--- src/rtl/game_pkg.sv ---
`default_nettype none
// ============================================================================
//  Module      : game_pkg
//  Description : Shared definitions for the game sequencing controller:
//                state width, state encodings and the lives counter width.
//  Revision    : 1.0 - initial release
// ============================================================================
package game_pkg;

    localparam int c_state_w = 3;
    localparam int c_lives_w = 4;

    typedef enum logic [c_state_w-1:0] {
        ST_IDLE  = 3'd0,
        ST_PLAY  = 3'd1,
        ST_PAUSE = 3'd2,
        ST_HIT   = 3'd3,
        ST_OVER  = 3'd4
    } game_state_t;

endpackage : game_pkg
`default_nettype wire

--- src/rtl/key_debounce.sv ---
`default_nettype none
// ============================================================================
//  Module      : key_debounce
//  Description : Conditions one raw asynchronous push-button. Two-flop
//                synchroniser, then a debouncer that accepts a new level
//                only after DEBOUNCE_CYCLES consecutive cycles of
//                disagreement, then a rising-edge detector on the accepted
//                level producing a one-cycle press event.
//  Ports       : clk     - system clock
//                rst_n   - asynchronous active-low reset
//                i_key   - raw key, active high
//                o_press - one-cycle pulse per accepted press
//  Revision    : 1.0 - initial release
// ============================================================================
module key_debounce #(
    parameter int DEBOUNCE_CYCLES = 500000
) (
    input  logic clk,
    input  logic rst_n,
    input  logic i_key,
    output logic o_press
);

    localparam int c_cnt_w = (DEBOUNCE_CYCLES > 1) ? $clog2(DEBOUNCE_CYCLES) : 1;
    localparam logic [c_cnt_w-1:0] c_cnt_last = c_cnt_w'(DEBOUNCE_CYCLES - 1);

    logic               r_sync1;
    logic               r_sync2;
    logic               r_level;
    logic               r_level_d;
    logic [c_cnt_w-1:0] r_cnt;

    always_ff @(posedge clk or negedge rst_n) begin
        if (!rst_n) begin
            r_sync1   <= 1'b0;
            r_sync2   <= 1'b0;
            r_level   <= 1'b0;
            r_level_d <= 1'b0;
            r_cnt     <= '0;
        end else begin
            r_sync1   <= i_key;
            r_sync2   <= r_sync1;
            r_level_d <= r_level;
            // Any cycle of agreement restarts the run of disagreeing cycles.
            if (r_sync2 != r_level) begin
                if (r_cnt == c_cnt_last) begin
                    r_level <= r_sync2;
                    r_cnt   <= '0;
                end else begin
                    r_cnt   <= r_cnt + 1'b1;
                end
            end else begin
                r_cnt <= '0;
            end
        end
    end

    // Both terms are flops, so the pulse is glitch-free and lasts one cycle.
    assign o_press = r_level & ~r_level_d;

endmodule : key_debounce
`default_nettype wire

--- src/rtl/game_seq_ctrl.sv ---
`default_nettype none
// ============================================================================
//  Module      : game_seq_ctrl
//  Description : Top-level game sequencer. Debounces the jump and pause keys
//                and runs the IDLE/PLAY/PAUSE/HIT/OVER state machine that
//                tracks lives, score, best score and the respawn delay.
//  Ports       : clk, rst_n   - clock, asynchronous active-low reset
//                key_jump     - raw jump/start key
//                key_pause    - raw pause key
//                collision    - synchronous collision level
//                score_tick   - synchronous one-cycle score pulse
//                game_active  - high while in PLAY
//                state        - current state encoding
//                lives_left   - remaining lives
//                score        - current score (saturating)
//                high_score   - best score since reset
//                jump_pulse   - one-cycle flap command
//  Revision    : 1.0 - initial release
// ============================================================================
module game_seq_ctrl
    import game_pkg::*;
#(
    parameter int LIVES           = 3,
    parameter int DEBOUNCE_CYCLES = 500000,
    parameter int RESPAWN_CYCLES  = 25000000,
    parameter int SCORE_W         = 10
) (
    input  logic                 clk,
    input  logic                 rst_n,
    input  logic                 key_jump,
    input  logic                 key_pause,
    input  logic                 collision,
    input  logic                 score_tick,
    output logic                 game_active,
    output logic [c_state_w-1:0] state,
    output logic [c_lives_w-1:0] lives_left,
    output logic [SCORE_W-1:0]   score,
    output logic [SCORE_W-1:0]   high_score,
    output logic                 jump_pulse
);

    localparam int c_resp_w = (RESPAWN_CYCLES > 1) ? $clog2(RESPAWN_CYCLES) : 1;
    localparam logic [c_resp_w-1:0]  c_resp_load = c_resp_w'(RESPAWN_CYCLES - 1);
    localparam logic [c_lives_w-1:0] c_lives     = c_lives_w'(LIVES);
    localparam logic [SCORE_W-1:0]   c_score_max = '1;

    logic w_jump_ev;
    logic w_pause_ev;

    key_debounce #(
        .DEBOUNCE_CYCLES (DEBOUNCE_CYCLES)
    ) u_jump_db (
        .clk     (clk),
        .rst_n   (rst_n),
        .i_key   (key_jump),
        .o_press (w_jump_ev)
    );

    key_debounce #(
        .DEBOUNCE_CYCLES (DEBOUNCE_CYCLES)
    ) u_pause_db (
        .clk     (clk),
        .rst_n   (rst_n),
        .i_key   (key_pause),
        .o_press (w_pause_ev)
    );

    game_state_t          r_state;
    logic [c_lives_w-1:0] r_lives;
    logic [SCORE_W-1:0]   r_score;
    logic [SCORE_W-1:0]   r_high;
    logic [c_resp_w-1:0]  r_resp;

    game_state_t          w_state_nxt;
    logic [c_lives_w-1:0] w_lives_nxt;
    logic [SCORE_W-1:0]   w_score_nxt;
    logic [SCORE_W-1:0]   w_high_nxt;
    logic [c_resp_w-1:0]  w_resp_nxt;

    always_ff @(posedge clk or negedge rst_n) begin
        if (!rst_n) begin
            r_state <= ST_IDLE;
            r_lives <= '0;
            r_score <= '0;
            r_high  <= '0;
            r_resp  <= '0;
        end else begin
            r_state <= w_state_nxt;
            r_lives <= w_lives_nxt;
            r_score <= w_score_nxt;
            r_high  <= w_high_nxt;
            r_resp  <= w_resp_nxt;
        end
    end

    always_comb begin
        w_state_nxt = r_state;
        w_lives_nxt = r_lives;
        w_score_nxt = r_score;
        w_high_nxt  = r_high;
        w_resp_nxt  = r_resp;
        case (r_state)
            ST_IDLE: begin
                if (w_jump_ev) begin
                    w_state_nxt = ST_PLAY;
                    w_lives_nxt = c_lives;
                    w_score_nxt = '0;
                end
            end
            ST_PLAY: begin
                // Collision wins over everything; a coincident score_tick
                // is dropped so the score at game end is the pre-hit value.
                if (collision) begin
                    if (r_lives > 4'd1) begin
                        w_state_nxt = ST_HIT;
                        w_lives_nxt = r_lives - 1'b1;
                        w_resp_nxt  = c_resp_load;
                    end else begin
                        w_state_nxt = ST_OVER;
                        w_lives_nxt = '0;
                        if (r_score > r_high) begin
                            w_high_nxt = r_score;
                        end
                    end
                end else if (w_pause_ev) begin
                    w_state_nxt = ST_PAUSE;
                end else if (score_tick && (r_score != c_score_max)) begin
                    w_score_nxt = r_score + 1'b1;
                end
            end
            ST_PAUSE: begin
                if (w_pause_ev) begin
                    w_state_nxt = ST_PLAY;
                end
            end
            ST_HIT: begin
                // Loaded with RESPAWN_CYCLES-1 on entry; the extra cycle
                // spent at zero makes HIT last exactly RESPAWN_CYCLES.
                if (r_resp == '0) begin
                    w_state_nxt = ST_PLAY;
                end else begin
                    w_resp_nxt = r_resp - 1'b1;
                end
            end
            ST_OVER: begin
                if (w_jump_ev) begin
                    w_state_nxt = ST_IDLE;
                end
            end
            default: begin
                w_state_nxt = ST_IDLE;
            end
        endcase
    end

    // Flap is issued on any jump event seen while in PLAY; both terms come
    // from flops so the pulse needs no extra register stage.
    assign jump_pulse  = (r_state == ST_PLAY) && w_jump_ev;
    assign game_active = (r_state == ST_PLAY);
    assign state       = r_state;
    assign lives_left  = r_lives;
    assign score       = r_score;
    assign high_score  = r_high;

endmodule : game_seq_ctrl
`default_nettype wire

--- config.mk ---
export PLATFORM = sky130hd
export DESIGN_NAME = game_seq_ctrl
export DESIGN_NICKNAME = d
export VERILOG_FILES = /design/src/rtl/game_pkg.sv /design/src/rtl/key_debounce.sv /design/src/rtl/game_seq_ctrl.sv
export SDC_FILE = /design/constraint.sdc
export NUM_CORES = 1
export LEC_CHECK = 0
export CORE_MARGIN = 3
export CORE_UTILIZATION = 31
export DETAILED_ROUTE_END_ITERATION = 16
export MAX_ROUTING_LAYER = met4
export PLACE_DENSITY_LB_ADDON = 0.12
export SLEW_MARGIN = 20
export SYNTH_ARGS = -nofsm -noshare
export SYNTH_HDL_FRONTEND = slang
export SYNTH_SLANG_ARGS = --single-unit
--- constraint.sdc ---
create_clock -name clk -period 2.71 [get_ports clk]
set_input_delay 0.542 -clock clk [delete_from_list [all_inputs] [get_ports clk]]
set_output_delay 0.542 -clock clk [all_outputs]
set_load 0.01 [all_outputs]
==> results of run 1 <==
final cells by class:
cell class	count	area [um^2]
Multi-Input combinational cell	390	2400
Clock inverter	6	116
Sequential cell	98	2450
Clock buffer	10	239
Timing Repair Buffer	54	500
Inverter	22	82.6
Fill cell	1579	9370
Tap cell	211	264
report_power, final:
part           total [mW]  internal [mW]  switching (mW)
Combinational      0.0716         0.0216          0.0500
Clock                1.53          0.938           0.592
Sequential           1.48           1.47         0.00958
through the flow:
step	setup WS, ns	util (%)
6_report	0.146	39.3
4_1_cts	0.0400	39.3
5_1_grt	0.0438	39.3
3_5_place_dp	0.162	37.0
2_1_floorplan	0.205	-
3_3_place_gp	0.202	37.0
flip-flops by register name, indices dropped and copies added (netlist names):
register	flops
u_jump_db.r_level	1
high_score	10
u_pause_db.r_level_d	1
lives_left	4
u_pause_db.r_level	1
u_jump_db.r_sync1	1
u_jump_db.r_level_d	1
state	3
u_pause_db.r_cnt	19
r_resp	25
u_jump_db.r_sync2	1
u_pause_db.r_sync2	1
score	10
u_pause_db.r_sync1	1
u_jump_db.r_cnt	19
critical path: cells and delay by family (launching register included):
family / cells / cell delay (ns)
buffers and inverters: 1 / 0.57
flip-flops: 1 / 0.46
AND/OR/NAND/NOR: 3 / 0.65
cell usage in the layout, fill, tap and decap left out, drive strengths merged, types with 2 or more instances in the layout:
master         netlist  final
o21ai               22     22
and3                 9      9
nand3               28     28
xnor2               32     32
ha                  17     17
buf                  2     21
a2111oi              2      2
clkbuf               7     10
o211ai               2      2
nor2b                4      4
nand2b               3      3
and2                 2      2
o31ai                2      2
nor4                 5      5
mux2                12     12
nand4               10     10
or2                  2      2
a21oi               17     17
bufinv               0      3
or2b                 2      2
inv                 22     25
a31oi                3      3
clkdlybuf4s50        0     33
nor3                25     25
nand2               45     45
dfrtp               98     98
a211o                2      2
nor4b                7      7
nor2                84     84
or3                  8      8
or4                  6      6
a22o                 2      2
nand3b               2      2
xor2                25     25
final timing paths:
path / end / slack, ns
worst max-delay path: jump_pulse / 0.15
worst min-delay path: u_jump_db.r_cnt[6]$_DFF_PN0_ / 0.17
worst max register to register: r_resp[20]$_DFFE_PN0P_ / 0.17
worst min register to register: u_pause_db.r_sync2$_DFF_PN0_ / 0.35
max in group asynchronous: high_score[8]$_DFFE_PN0P_ / 1.69
min in group clk: u_pause_db.r_sync2$_DFF_PN0_ / 0.35
metal layers:
metal  global-route usage [%]  up-vias
li1                         -     1905
met1                     18.6     1797
met2                     19.3       59
met3                     3.27       11
met4                     4.62        0
met5                        -        -
cell families (layout without fill, tap and decap cells):
kind of cell / count (synthesis) / count (layout) / share of synthesized area, %
adders and majority gates: 17 / 17 / 4.28
buffers and inverters: 31 / 92 / 2.34
DFF: 98 / 98 / 49.3
muxes: 12 / 12 / 2.72
xor gates and xnor gates: 57 / 57 / 10.0
and+or+nand+nor: 246 / 246 / 24.3
AOI/OAI and AO/OA: 58 / 58 / 7.02
timing repair:
action	in CTS	in global routing
hold buffers	0	0
resized for setup	0	1
endpoints found under the setup margin	0	1
==> flow_metrics.py, run 1 <==
metrics = {
    "status": {
        "status": "complete, no violations",
    },
    "floorplanning": {
        "die_w_um": 133,
        "die_h_um": 133,
        "initial_core_util_pct": 32.2,
        "io_pins": 35,
        "die_area_um2": 17600,
        "fp.coreArea_um2": 15400,
        "num_rows": 45,
    },
    "finish": {
        "stdcell_area_um2": 6060,
        "final_net_count": 598,
        "antenna_cells": 0,
        "drive_above_1_share_pct": 9.83,
        "finalNonFillerCells": 791,
        "synthToLayoutAreaGrowth_pct": 21.9,
    },
    "power_and_ir_drop": {
        "ir_drop_mv": 0.316,
        "power_leakage_nw": 2.54,
        "power.density_nw_per_um2": 509,
        "finalPower_mw": 3.08,
    },
    "timing": {
        "tightest_slew_ns": 0.632,
        "period_needed_ns": 2.56,
        "slew_viol_final": 0,
        "worst_hold_slack_ns": 0.167,
        "finalSetupViolations": 0,
        "fin_skew_ns": 0.00794,
        "max_clock_freq_mhz": 390,
        "rsz0062_at_grt": "false",
        "hold_viol": 0,
        "tns_ns": 0,
        "finalCritPeriodShare_pct": 94.6,
        "relSlewSlack_pct": 57.5,
    },
    "place": {
        "dp_cells": 775,
        "io_buffer_count": 34,
        "gp_congestion": 0.804,
        "dpl.hpwl_um": 7640,
        "place_area_um2": 5700,
    },
    "clock_tree": {
        "cts-buffers-inserted": 9,
        "cts.sink_count": 98,
        "cts_tree": "built",
        "htree_levels": 3,
        "insertion_delay_ns": 0.35,
        "cts_setup_buffers": 0,
        "root_buffer": "clkbuf_16",
        "cts_buffer_depth": 2,
        "clkTransAtPathRegs_ns": 0.07,
    },
    "critical_path": {
        "cp-end-kind": "primary output",
        "worstPathCellList": "nor2_1 > nand2_2 > nor2_1 > clkdlybuf4s50_1",
        "required_ns": 2.17,
        "slowest_delay_ns": 0.57,
        "rr_startpoint": "r_resp[11]$_DFFE_PN0P_",
        "crit_slowest_cell": "clkdlybuf4s50_1",
        "arrival_ns": 2.02,
        "cp-start-kind": "flop",
        "crit_top_cell": "nor2_1",
        "path_class": "reg2out",
        "ff2ff_path_depth": 6,
        "cp_max_fo": 9,
        "crit_path_start": "state[2]$_DFFE_PN0P_",
    },
    "detailed_routing": {
        "drt_iter0_drc": 148,
        "wl_met2_um": 4700,
        "firstDrtPassIters": 4,
        "antenna_left": 0,
        "wl_per_cell_um": 13.5,
        "dr_wl_met3_um": 415,
        "wirelength_um": 10700,
        "via_per_inst": 4.77,
        "drc": 0,
        "wl_met1_um": 5430,
        "vias": 3772,
        "highest_layer": "met4",
    },
    "logic_synthesis": {
        "async_flop_share_pct": 100,
        "yosysWarnings": 0,
        "synthCells": 519,
        "syn-cell-area_um2": 4970,
        "ys_seq_area_share_pct": 49.3,
        "ys.flop_type": "dfrtp_1",
        "synth_top_area_cell": "dfrtp_1",
        "synthesis.nets": 542,
        "synth_edf_count": 0,
        "synth_commonest_cells": "dfrtp_1 (98), nor2_1 (84), nand2_1 (45), xnor2_1 (32), nand3_1 (28)",
        "synth_area_leaders": "dfrtp_1 (49%), nor2_1 (6.3%), xnor2_1 (5.6%), xor2_1 (4.4%), ha_1 (4.3%)",
        "synth.most_common_cell": "dfrtp_1",
        "synth_seq_cells": 98,
        "netlist-cell-type-count": 46,
        "syn_avg_cell_area_um2": 9.58,
        "synth_top_area_share_pct": 49.3,
    },
    "global_routing": {
        "gr-total-overflow": 0,
        "antenna_found_initial": 0,
        "grt_max_degree": 56,
        "grt_pass1_wl_um": 18700,
        "grt_pass1_vias": 3755,
        "grt_use_total_pct": 13.4,
    },
    "flow_run": {
        "maxCapViolCount": 0,
    },
    "hold_path": {
        "hold_path_class": "in2async",
    },
}
Note: power is estimated with default switching activity, not from simulation.
==> inputs of run 2 (changes only) <==
- SLEW_MARGIN: 20 -> default
==> results of run 2 <==
Same layout as run 1: the final DEF is identical, and so are final timing and power.
==> inputs of run 3 (changes only) <==
- CTS_CLUSTER_DIAMETER: default -> 60
==> results of run 3 <==
Same layout as run 1: the final DEF is identical, and so are final timing and power.
==> patch 1 (flow settings as in run 1) <==
`r_resp` no longer has a reset.
--- a/src/rtl/game_seq_ctrl.sv
+++ b/src/rtl/game_seq_ctrl.sv
@@ -84,5 +84,4 @@
             r_score <= '0;
             r_high  <= '0;
-            r_resp  <= '0;
         end else begin
             r_state <= w_state_nxt;
@@ -90,6 +89,9 @@
             r_score <= w_score_nxt;
             r_high  <= w_high_nxt;
-            r_resp  <= w_resp_nxt;
         end
+    end
+
+    always_ff @(posedge clk) begin
+        r_resp <= w_resp_nxt;
     end
 
Formal check against the unedited RTL: no difference found for any inputs over 10 cycles, from zero or initial values and one cycle with rst_n low; that may be too few to reach the edited logic, so the function may still have changed.
==> patch 1 against run 1 <==
Count of clock-buffer cells in the layout increased by 1; critical path depth up 3; sequential cell count unchanged; register-to-register slack better by 0.08 ns; combinational power rose by 56%; wire length rose by 3.1%; setup slack better by 0.10 ns; final area increased by 0.27%; area after synthesis up 2.7%; total power decreased by 6.2%; critical endpoint is now r_resp[22]$_SDFFCE_PP1P_; largest cell class unchanged; largest power group is now registers.
==> patch 1: results (changes against run 1) <==
- DP Cell Count: 761 (-1.8%)
- CP top delay family: simple AND/OR/NAND/NOR gates
- Setup crit start: r_resp[0]$_SDFFCE_PP1P_
- Library cells used by synthesis: 56 (+22%)
- Status: finished clean
- Worst-skew pair later-pin latency: 0.34 ns
- R2r setup slk: 0.25 ns (+0.08 ns)
- Hold Path Class: input port to asynchronous set/reset pin
- CTS clk-pin slew, worst paths: 0.07 ns (about the same)
- Syn nets: 531 (-2.0%)
- Final GP Congestion: 0.761 (-5.3%)
- Slowest stage delay, CP: 0.55 ns (-0.02 ns)
- Root Buffer: clkbuf_16
- Pin count of the biggest net entering global routing: 74 (+32%)
- DR vias: 3784 (+0.32%)
- Initial DRC count: 319 (+120%)
- Final #Nets: 579 (-3.2%)
- Avg Synthesized Cell Area: 10.0 um2 (+4.9%)
- First-pass GRT wire length: 19000 um (+1.4%)
- Relative slew slack: 35.9% (-22 points)
- Share of cells above drive strength 1: 10.5% (+0.69 points)
- CP arrival: 2.56 ns (+0.54 ns)
- FILL cells: 1658 (+5.0%)
- Crit path time final: 2.46 ns (-0.102 ns)
- ANT cells: 0 (unchanged)
- Post-synth EDFFs: 25 (+25)
- Post-synthesis sequential area ratio: 50.5% (+1.2 points)
- Worst path slowest cell: or4_1
- Via-per-instance ratio: 4.87 (+2.1%)
- Total GRT Usage: 13.4% (-0.073 points)
- Number of global-route vias before repair: 3714 (-1.1%)
- DPL Wire Length: 7670 um (+0.38%)
- YS warnings: 0 (unchanged)
- Largest regs: r_resp: 25 flops, u_jump_db.r_cnt: 19 flops, u_pause_db.r_cnt: 19 flops
- Post-synth ARST share: 74.5% (-26 points)
- CP Capture Point: r_resp[22]$_SDFFCE_PP1P_
- Clock Skews: 0.00942 ns (+0.00148 ns)
- Worst hold margin: 0.336 ns (+0.169 ns)
- Longest Clk Path Bufs: 2 (unchanged)
- Max IR drop VDD: 0.000250 V (-21%)
- Pre-antenna DRT Iters: 5 (+1)
- TritonCTS Buffers: 9 (unchanged)
- Peak fanout along the critical path: 7 (-2)
- Post-CTS setup buffer count: 0 (unchanged)
- Post-detailed-routing wire length: 11000 um (+3.1%)
- Leak Pwr: 2.41 nW (-5.1%)
- Post_cts resized: 0 (unchanged)
- Power Internal: 2.22 mW (-8.5%)
- Setup WS pre-CTS: 0.219 ns (+0.0574 ns)
- Top cells by count, synth: dfrtp_1, nor2_1, nand2_1, nand3_1, xnor2_1
- Initial antenna violation count: 0 (unchanged)
- Worst r2r path cells: 7 (+1)
- Area contributors post-synth: dfrtp_1, edfxtp_1, xnor2_1
==> patch 1: changes by cell type after synthesis, sizes merged, moves of 4 or more <==
cell	delta
nor4	+4
edfxtp	+25
nor2	-17
dfrtp	-25
mux2i	+4
clkbuf	+5
nor4b	-5
a21oi	-6
==> patch 1: power by group through the flow <==
stage / Sequential (mW) / Clock (mW) / Combinational, mW
final: 1.54 / 1.24 / 0.112
after global routing: 1.54 / 1.36 / 0.129
after CTS: 1.54 / 1.29 / 0.117
after detailed placement: 1.57 / 0 / 0.116
after global placement: 1.57 / 0 / 0.115
after floorplan: 1.57 / 0 / 0.0500
==> patch 1: cells by family after synthesis <==
family	Yosys count	share of synthesized area, %
flops	98	50.5
xor+xnor	52	8.92
compound gates	58	7.57
buf+inv	39	3.26
simple gates	229	22.4
mux	15	3.21
fa+ha+maj	17	4.17
==> patch 1: metrics by stage <==
| step | power [mW] | util [%] | area [um2] |
|---|---|---|---|
| 2_1_floorplan | 1.62 | - | 5100 |
| 3_3_place_gp | 1.69 | 36.2 | 5800 |
| 3_5_place_dp | 1.69 | 36.2 | 5800 |
| 4_1_cts | 2.95 | 38.0 | 6080 |
| 5_1_grt | 3.03 | 38.0 | 6080 |
| 6_report | 2.89 | 38.0 | 6080 |
==> patch 1: final cells by class <==
type / instances / area share [%]
clock buffers: 11 / 4.00
inverters: 22 / 1.36
multi-input cells: 371 / 38.9
flip-flops and latches: 98 / 42.4
well taps: 216 / 4.45
clock inverters: 5 / 0.618
repair buffers: 54 / 8.24
==> patch 1: layer usage <==
layer,track usage (%),share of wire (%),vias up
li1,-,-,1890
met1,19.0,51,1825
met2,19.0,44,57
met3,2.74,3.6,12
met4,4.64,1.2,0
met5,-,0,-
==> patch 2 (flow settings as in run 1) <==
Made on the original files. Change the parameter `RESPAWN_CYCLES` from 25000000 to 12500000.
--- a/src/rtl/game_seq_ctrl.sv
+++ b/src/rtl/game_seq_ctrl.sv
@@ -23,5 +23,5 @@
     parameter int LIVES           = 3,
     parameter int DEBOUNCE_CYCLES = 500000,
-    parameter int RESPAWN_CYCLES  = 25000000,
+    parameter int RESPAWN_CYCLES  = 12500000,
     parameter int SCORE_W         = 10
 ) (
Check against the original RTL: same outputs for any inputs over 10 cycles, from zero or initial values and one cycle with rst_n low; that may be too few to reach the edited logic, so the function may still have changed.
==> patch 2 against run 1 <==
Hold slack better by 0.12 ns; first-iteration DRC count is 13% lower; wire length is 2.0% lower; final area is 1.2% lower; combinational power is 6.3% lower; total power is 5.3% lower; area after synthesis is 1.6% higher; critical path depth stayed put; setup slack better by 0.10 ns; count of clock-buffer cells in the layout is 1 higher; sequential share of layout area is 0.081 points higher; largest cell class is now multi-input combinational cells; sequential cell count is 1 lower; cell count is 3.0% lower.
==> patch 2: results (changes against run 1) <==
- Clock Skews: 0.00401 ns (-0.00394 ns)
- Sw frac: 20.9% (-0.25 points)
- Status: finished clean
- DR vias: 3762 (-0.27%)
- Syn nets: 529 (-2.4%)
- Total GRT Usage: 12.8% (-0.61 points)
- DP Cell Count: 751 (-3.1%)
- Compound-Gate Fraction of Synth Area: 9.44% (+2.4 points)
- Worst R2R End: high_score[3]$_DFFE_PN0P_
- Buffering overhead: 6.86% (-1.4 points)
- Adder-cell share of the synthesized area: 4.21% (-0.069 points)
- Initial DRC count: 129 (-13%)
- Register Area: 0.00243 mm2 (-1.0%)
- Largest regs: r_resp: 24 flops, u_jump_db.r_cnt: 19 flops, u_pause_db.r_cnt: 19 flops
- ClkCell Share: 5.37% (-0.49 points)
- Post-detailed-routing wire length: 10500 um (-2.0%)
- Via-per-instance ratio: 4.90 (+2.9%)
- Fmax: 406 MHz (+4.2%)
- Inverters: 27 (+23%)
- Final GP Congestion: 0.769 (-4.4%)
- CP arrival: 1.92 ns (-0.10 ns)
- First-pass GRT wire length: 18100 um (-3.3%)
- Multiplexer share of the synthesized area: 3.07% (+0.35 points)
- Area contributors post-synth: dfrtp_1, xor2_1, nor2_1
- Row count: 46 (+2.2%)
- Buffers, non-clock: 42 (-22%)
- R2r startpoint: score[7]$_DFFE_PN0P_
- Library cells used by synthesis: 62 (+35%)
- Share of cells above drive strength 1: 8.89% (-0.93 points)
- Fraction of area in multi-input gates: 41.0% (+1.3 points)
- Final #Nets: 569 (-4.8%)
==> patch 2: metrics by stage <==
stage	utilization [%]	hold WS, ns
after floorplan	-	0.246
after global placement	35.5	0.334
after detailed placement	35.5	0.347
after CTS	37.5	0.317
after global routing	37.5	0.355
final	37.5	0.283
==> patch 2: metal layers <==
metal / vias up / track usage, % / wire length (um)
met5: - / - / 0
met3: 11 / 3.32 / 351
met4: 0 / 4.29 / 160
met2: 45 / 19.4 / 4790
met1: 1837 / 16.9 / 5180
li1: 1869 / - / -
==> patch 2: power groups by stage <==
stage	Combinational (mW)	Clock, mW	Sequential, mW
after floorplan	0.0234	0	1.49
after global placement	0.0703	0	1.49
after detailed placement	0.0710	0	1.49
after CTS	0.0714	1.45	1.47
after global routing	0.0791	1.51	1.47
final	0.0671	1.38	1.47
==> patch 2: worst reg2reg max path, cell delays in order (launching register included) <==
cell and delay, ns:
dfrtp_1 0.46, ha_1 0.35, a2111oi_0 0.40, o221ai_1 0.19, a21oi_1 0.24, nor3_4 0.12
mux2_1 0.33
